==> src/rtl/bpu_update_ctrl.sv <==
// BPU update scheduler: two valid/ready requesters feed an in-order FIFO; one update/cycle out, no output backpressure.
// Latency 1 cycle (0 with BPU_UPD_BYPASS_EN); readies follow free slots at cycle start, low on flush/reset.
package mmm_pkg;
  localparam int XLEN = 32;
  localparam int HLEN = 8;
endpackage

module bpu_update_ctrl
  import mmm_pkg::*;
#(
  parameter int DEPTH = 4
) (
  input  logic            clk_i,
  input  logic            rst_i,
  input  logic            flush_i,
  input  logic            req0_valid_i,
  output logic            req0_ready_o,
  input  logic [XLEN-1:0] req0_pc_i,
  input  logic [HLEN-1:0] req0_index_i,
  input  logic [XLEN-1:0] req0_target_i,
  input  logic            req0_taken_i,
  input  logic            req0_mispredict_i,
  input  logic            req1_valid_i,
  output logic            req1_ready_o,
  input  logic [XLEN-1:0] req1_pc_i,
  input  logic [HLEN-1:0] req1_index_i,
  input  logic [XLEN-1:0] req1_target_i,
  input  logic            req1_taken_i,
  input  logic            req1_mispredict_i,
  output logic            res_valid_o,
  output logic [XLEN-1:0] res_pc_o,
  output logic [HLEN-1:0] res_index_o,
  output logic [XLEN-1:0] res_target_o,
  output logic            res_taken_o,
  output logic            res_mispredict_o,
  output logic [$clog2(DEPTH):0] occupancy_o
);
  localparam int AW = $clog2(DEPTH);
  localparam int CW = AW + 1;

  typedef struct packed {
    logic [XLEN-1:0] pc;
    logic [HLEN-1:0] index;
    logic [XLEN-1:0] target;
    logic            taken;
    logic            mispredict;
  } upd_t;

  upd_t          mem [DEPTH];
  logic [AW-1:0] wptr, rptr;
  logic [CW-1:0] count, free;
  logic          prio;
  upd_t          req0_dat, req1_dat, head_dat, res_dat, res_out, wr_a_dat, wr_b_dat;
  logic          sel1, acc0, acc1, pop, byp_vld, wr_a_vld, wr_b_vld;
  logic [1:0]    n_wr;

  assign req0_dat = '{pc: req0_pc_i, index: req0_index_i, target: req0_target_i,
                      taken: req0_taken_i, mispredict: req0_mispredict_i};
  assign req1_dat = '{pc: req1_pc_i, index: req1_index_i, target: req1_target_i,
                      taken: req1_taken_i, mispredict: req1_mispredict_i};
  assign free     = CW'(DEPTH) - count;
  assign head_dat = mem[rptr];

  // With one slot left, prio picks the winner unless it is idle, then the other side gets it.
  always_comb begin
    req0_ready_o = 1'b0;
    req1_ready_o = 1'b0;
    sel1         = prio ? req1_valid_i : ~req0_valid_i;
    if (!rst_i && !flush_i && free != '0) begin
      if (free == CW'(1)) begin
        req0_ready_o = ~sel1;
        req1_ready_o = sel1;
      end else begin
        req0_ready_o = 1'b1;
        req1_ready_o = 1'b1;
      end
    end
  end

  assign acc0 = req0_valid_i & req0_ready_o;
  assign acc1 = req1_valid_i & req1_ready_o;

`ifdef BPU_UPD_BYPASS_EN
  // Acceptance is already blocked by flush, so an empty queue plus any accept means bypass.
  assign byp_vld = (count == '0) & (acc0 | acc1);
`else
  assign byp_vld = 1'b0;
`endif

  always_comb begin
    wr_a_vld = 1'b0;
    wr_b_vld = 1'b0;
    wr_a_dat = req0_dat;
    wr_b_dat = req1_dat;
    res_dat  = head_dat;
    if (byp_vld) begin
      res_dat  = acc0 ? req0_dat : req1_dat;
      wr_a_vld = acc0 & acc1;
      wr_a_dat = req1_dat;
    end else begin
      wr_a_vld = acc0 | acc1;
      wr_a_dat = acc0 ? req0_dat : req1_dat;
      wr_b_vld = acc0 & acc1;
    end
  end

  assign n_wr        = {1'b0, wr_a_vld} + {1'b0, wr_b_vld};
  assign res_valid_o = ((count != '0) | byp_vld) & ~flush_i & ~rst_i;
  assign pop         = res_valid_o & (count != '0);

  assign res_out          = res_valid_o ? res_dat : '0;
  assign res_pc_o         = res_out.pc;
  assign res_index_o      = res_out.index;
  assign res_target_o     = res_out.target;
  assign res_taken_o      = res_out.taken;
  assign res_mispredict_o = res_out.mispredict;
  assign occupancy_o      = count;

  always_ff @(posedge clk_i) begin
    if (rst_i || flush_i) begin
      count <= '0;
      wptr  <= '0;
      rptr  <= '0;
    end else begin
      count <= count + CW'(n_wr) - CW'(pop);
      wptr  <= wptr + AW'(n_wr);
      if (pop) rptr <= rptr + AW'(1);
    end
  end

  always_ff @(posedge clk_i) begin
    if (rst_i) begin
      prio <= 1'b0;
    end else if (!flush_i && free == CW'(1) && req0_valid_i && req1_valid_i) begin
      prio <= ~prio;
    end
  end

  always_ff @(posedge clk_i) begin
    if (wr_a_vld) mem[wptr] <= wr_a_dat;
    if (wr_b_vld) mem[wptr + AW'(1)] <= wr_b_dat;
  end
endmodule
==> config.mk <==
export PLATFORM = sky130hd
export DESIGN_NAME = bpu_update_ctrl
export DESIGN_NICKNAME = d
export VERILOG_FILES = /design/src/rtl/bpu_update_ctrl.sv
export SDC_FILE = /design/constraint.sdc
export NUM_CORES = 1
export LEC_CHECK = 0
export CAP_MARGIN = 30
export CORE_ASPECT_RATIO = 1.4
export CORE_MARGIN = 5
export CORE_UTILIZATION = 40
export CTS_CLUSTER_DIAMETER = 200
export DETAILED_ROUTE_END_ITERATION = 8
export MAX_ROUTING_LAYER = met4
export PLACE_DENSITY_LB_ADDON = 0.12
export SLEW_MARGIN = 10
export SYNTH_ARGS = -nofsm -noshare
export SYNTH_HDL_FRONTEND = slang
export SYNTH_SLANG_ARGS = --single-unit
==> constraint.sdc <==
create_clock -name clk_i -period 28 [get_ports clk_i]
set_input_delay 5.6 -clock clk_i [delete_from_list [all_inputs] [get_ports clk_i]]
set_output_delay 5.6 -clock clk_i [all_outputs]
set_load 0.01 [all_outputs]
==> flow_summary.json <==
{
  "grt_max_degree": 77,
  "grt_first_pass_wirelength_microns": 56700,
  "p_sw_share_pct": 21.4,
  "yosys_warnings": 0,
  "clock-sinks": 306,
  "end_kind": "primary output",
  "cts_tree": "done",
  "slew_viol_final": 0,
  "wl_per_cell_microns": 22.9,
  "crit_start": "req0_valid_i",
  "cts_root_buffer": "clkbuf_16",
  "synth-seq-cells": 306,
  "synth_nets": 1041,
  "p_switching_mw": 0.232,
  "io_buffers": 232,
  "placementRows": 85,
  "core_sq_um": 38500,
  "cap_violations": 0,
  "top_usage_layer": "met2",
  "period_minus_slack_ns": 13.26,
  "synth_top_flop_cell": "edfxtp_1",
  "grt_pass1_vias": 9466,
  "hold_viol": 0,
  "async_reset_ff_share_pct": 0,
  "final_util_pct": 50.6,
  "dp.cells": 1591,
  "tns_ns": 0,
  "hold_slack_ns": 0.533,
  "grt_use_met3_pct": 2.42,
  "crit_type": "in -> out",
  "critical_path.startpoint_type": "input pin",
  "io_pins": 233,
  "status": "finished, final reports clean",
  "synth_cell_types": 31,
  "combPwrFrac_pct": 11.8,
  "wl_microns": 37700,
  "min_path_type": "reg -> reg",
  "cts_setup_buffers": 0,
  "place_hpwl_microns": 22200,
  "clock_latency_ns": 0.56,
  "die-width_microns": 177,
  "synth.cell_area_sq_um": 15600,
  "ys_seq_area_share_pct": 58.3,
  "ir_worst_vdd_uv": 45.6,
  "cts_buffers": 31,
  "p_leak_nw": 6.48,
  "vias": 8599,
  "skew_ns": 0.0114,
  "track_usage_pct": 17.7,
  "ant_nets": 0,
  "max_freq_mhz": 75.4,
  "avgViaCountPerCell": 5.21,
  "antenna_found_initial": 1,
  "syn_to_final_growth_pct": 24.9,
  "synth.avg_cell_area_sq_um": 17.7,
  "critPathRequiredTime_ns": 22.40,
  "htree_levels": 1,
  "crit_fanout": 6,
  "arrival_ns": 7.66,
  "chipHeight_microns": 244,
  "rsz0062_at_grt": "no",
  "synthCells": 879,
  "intPower_mw": 0.853,
  "post-route-drc-count": 0,
  "gp_congestion": 0.728,
  "synth_enable_flop_cells": 296,
  "min_from": "rptr[1]",
  "clockBufferDepth": 3,
  "grtUsageMet2_pct": 33.0,
  "overflow": 0,
  "tightest_slew_ns": 0.955,
  "final_cell_mix": "296 x edfxtp_1, 236 x mux2_2, 232 x clkdlybuf4s50_1",
  "layout.cells.non_filler": 1650,
  "setup-violations-final": 0,
  "dieArea_sq_um": 43100,
  "clkPwrFrac_pct": 39.6,
  "initial_core_util_pct": 40.5,
  "layout-drive-gt1-share_pct": 39.3,
  "p_per_area_nw_per_um2": 55.7,
  "power_frac_seq_pct": 48.6,
  "relSlewSlack_pct": 35.9,
  "clk_pin_slew_ns": 0.06,
  "fin_crit_sh_pct": 47.4,
  "final_nets": 1265,
  "met1_usage_pct": 20.1,
  "r2r_start": "occupancy_o[0]",
  "cts_resized": 0,
  "dr.pass1.iters": 4,
  "drtIter0Drc": 347,
  "final_common_cell": "edfxtp_1",
  "holdBufCountCts": 0
}
per-layer routing:
metal  wire length, microns  vias up
met5                      0        -
met4                    633        0
met3                   1550       40
met2                  20800      194
met1                  14800     4437
li1                       -     3928
final timing paths:
| kind | end | slack (ns) | cells past startpoint |
|---|---|---|---|
| max | req0_ready_o | 14.74 | 5 |
| min | rptr[1] | 0.53 | 2 |
| max reg2reg | mem[0][47] | 23.97 | 10 |
| min reg2reg | rptr[1] | 0.53 | 2 |
layout make-up:
cell class / instances / area [sq um]
well taps: 522 / 653
multi-input cells: 504 / 6160
clock buffers: 34 / 787
flip-flops and latches: 306 / 9100
inverters: 10 / 37.5
clock inverters: 23 / 258
repair buffers: 250 / 2480
diodes: 1 / 2.50
fillers: 3331 / 19000
per-stage QoR:
stage,worst slack (ns),area [sq um],total power [mW]
2_1_floorplan,15.23,15600,0.614
3_3_place_gp,14.70,18400,0.665
3_5_place_dp,14.68,18400,0.666
4_1_cts,14.67,19400,1.10
5_1_grt,14.54,19500,1.13
6_report,14.74,19500,1.08
critical path, cell delays in order:
cell	delay, ns
clkdlybuf4s50_1	0.46
nor2b_1	0.17
nor3_1	0.77
nor2b_1	0.14
clkdlybuf4s50_1	0.53
synth_stat cells (4+ instances only):
master / n / area [sq um]
edfxtp_1: 296 / 8890
buf_6: 7 / 78.8
buf_2: 14 / 70.1
nor3_1: 5 / 25.0
mux2_2: 236 / 2660
buf_4: 18 / 135
mux2_4: 60 / 901
and2_1: 76 / 475
dfxtp_1: 10 / 200
xnor2_1: 4 / 35.0
nor3b_1: 4 / 30.0
inv_1: 10 / 37.5
nor2_1: 13 / 48.8
ha_1: 8 / 100
clkbuf_1: 20 / 75.1
mux4_2: 74 / 1670
registers in the layout (all words and copies together) (netlist names), named ones only:
signal and count:
mem 296, occupancy_o 3, prio 1, rptr 2
wptr 2
logic make-up (layout without fill, tap and decap cells):
| family | count (synthesis) | in the layout | synth area share (%) |
|---|---|---|---|
| DFF | 306 | 306 | 58.3 |
| xor gates and xnor gates | 7 | 7 | 0.393 |
| AOI/OAI and AO/OA | 9 | 9 | 0.409 |
| and+or+nand+nor | 109 | 109 | 4.11 |
| other | 0 | 1 | 0 |
| buffers and inverters | 69 | 317 | 2.54 |
| adders and majority gates | 9 | 9 | 0.770 |
| muxes | 370 | 370 | 33.5 |
power groups by stage:
stage | sequential [mW] | clock (mW) | combinational [mW]
detailed placement | 0.537 | 0 | 0.129
floorplan | 0.536 | 0 | 0.0779
CTS | 0.527 | 0.443 | 0.130
global route | 0.528 | 0.460 | 0.138
finish | 0.527 | 0.430 | 0.128
global placement | 0.536 | 0 | 0.129
Power figures use the tool's default switching activity.
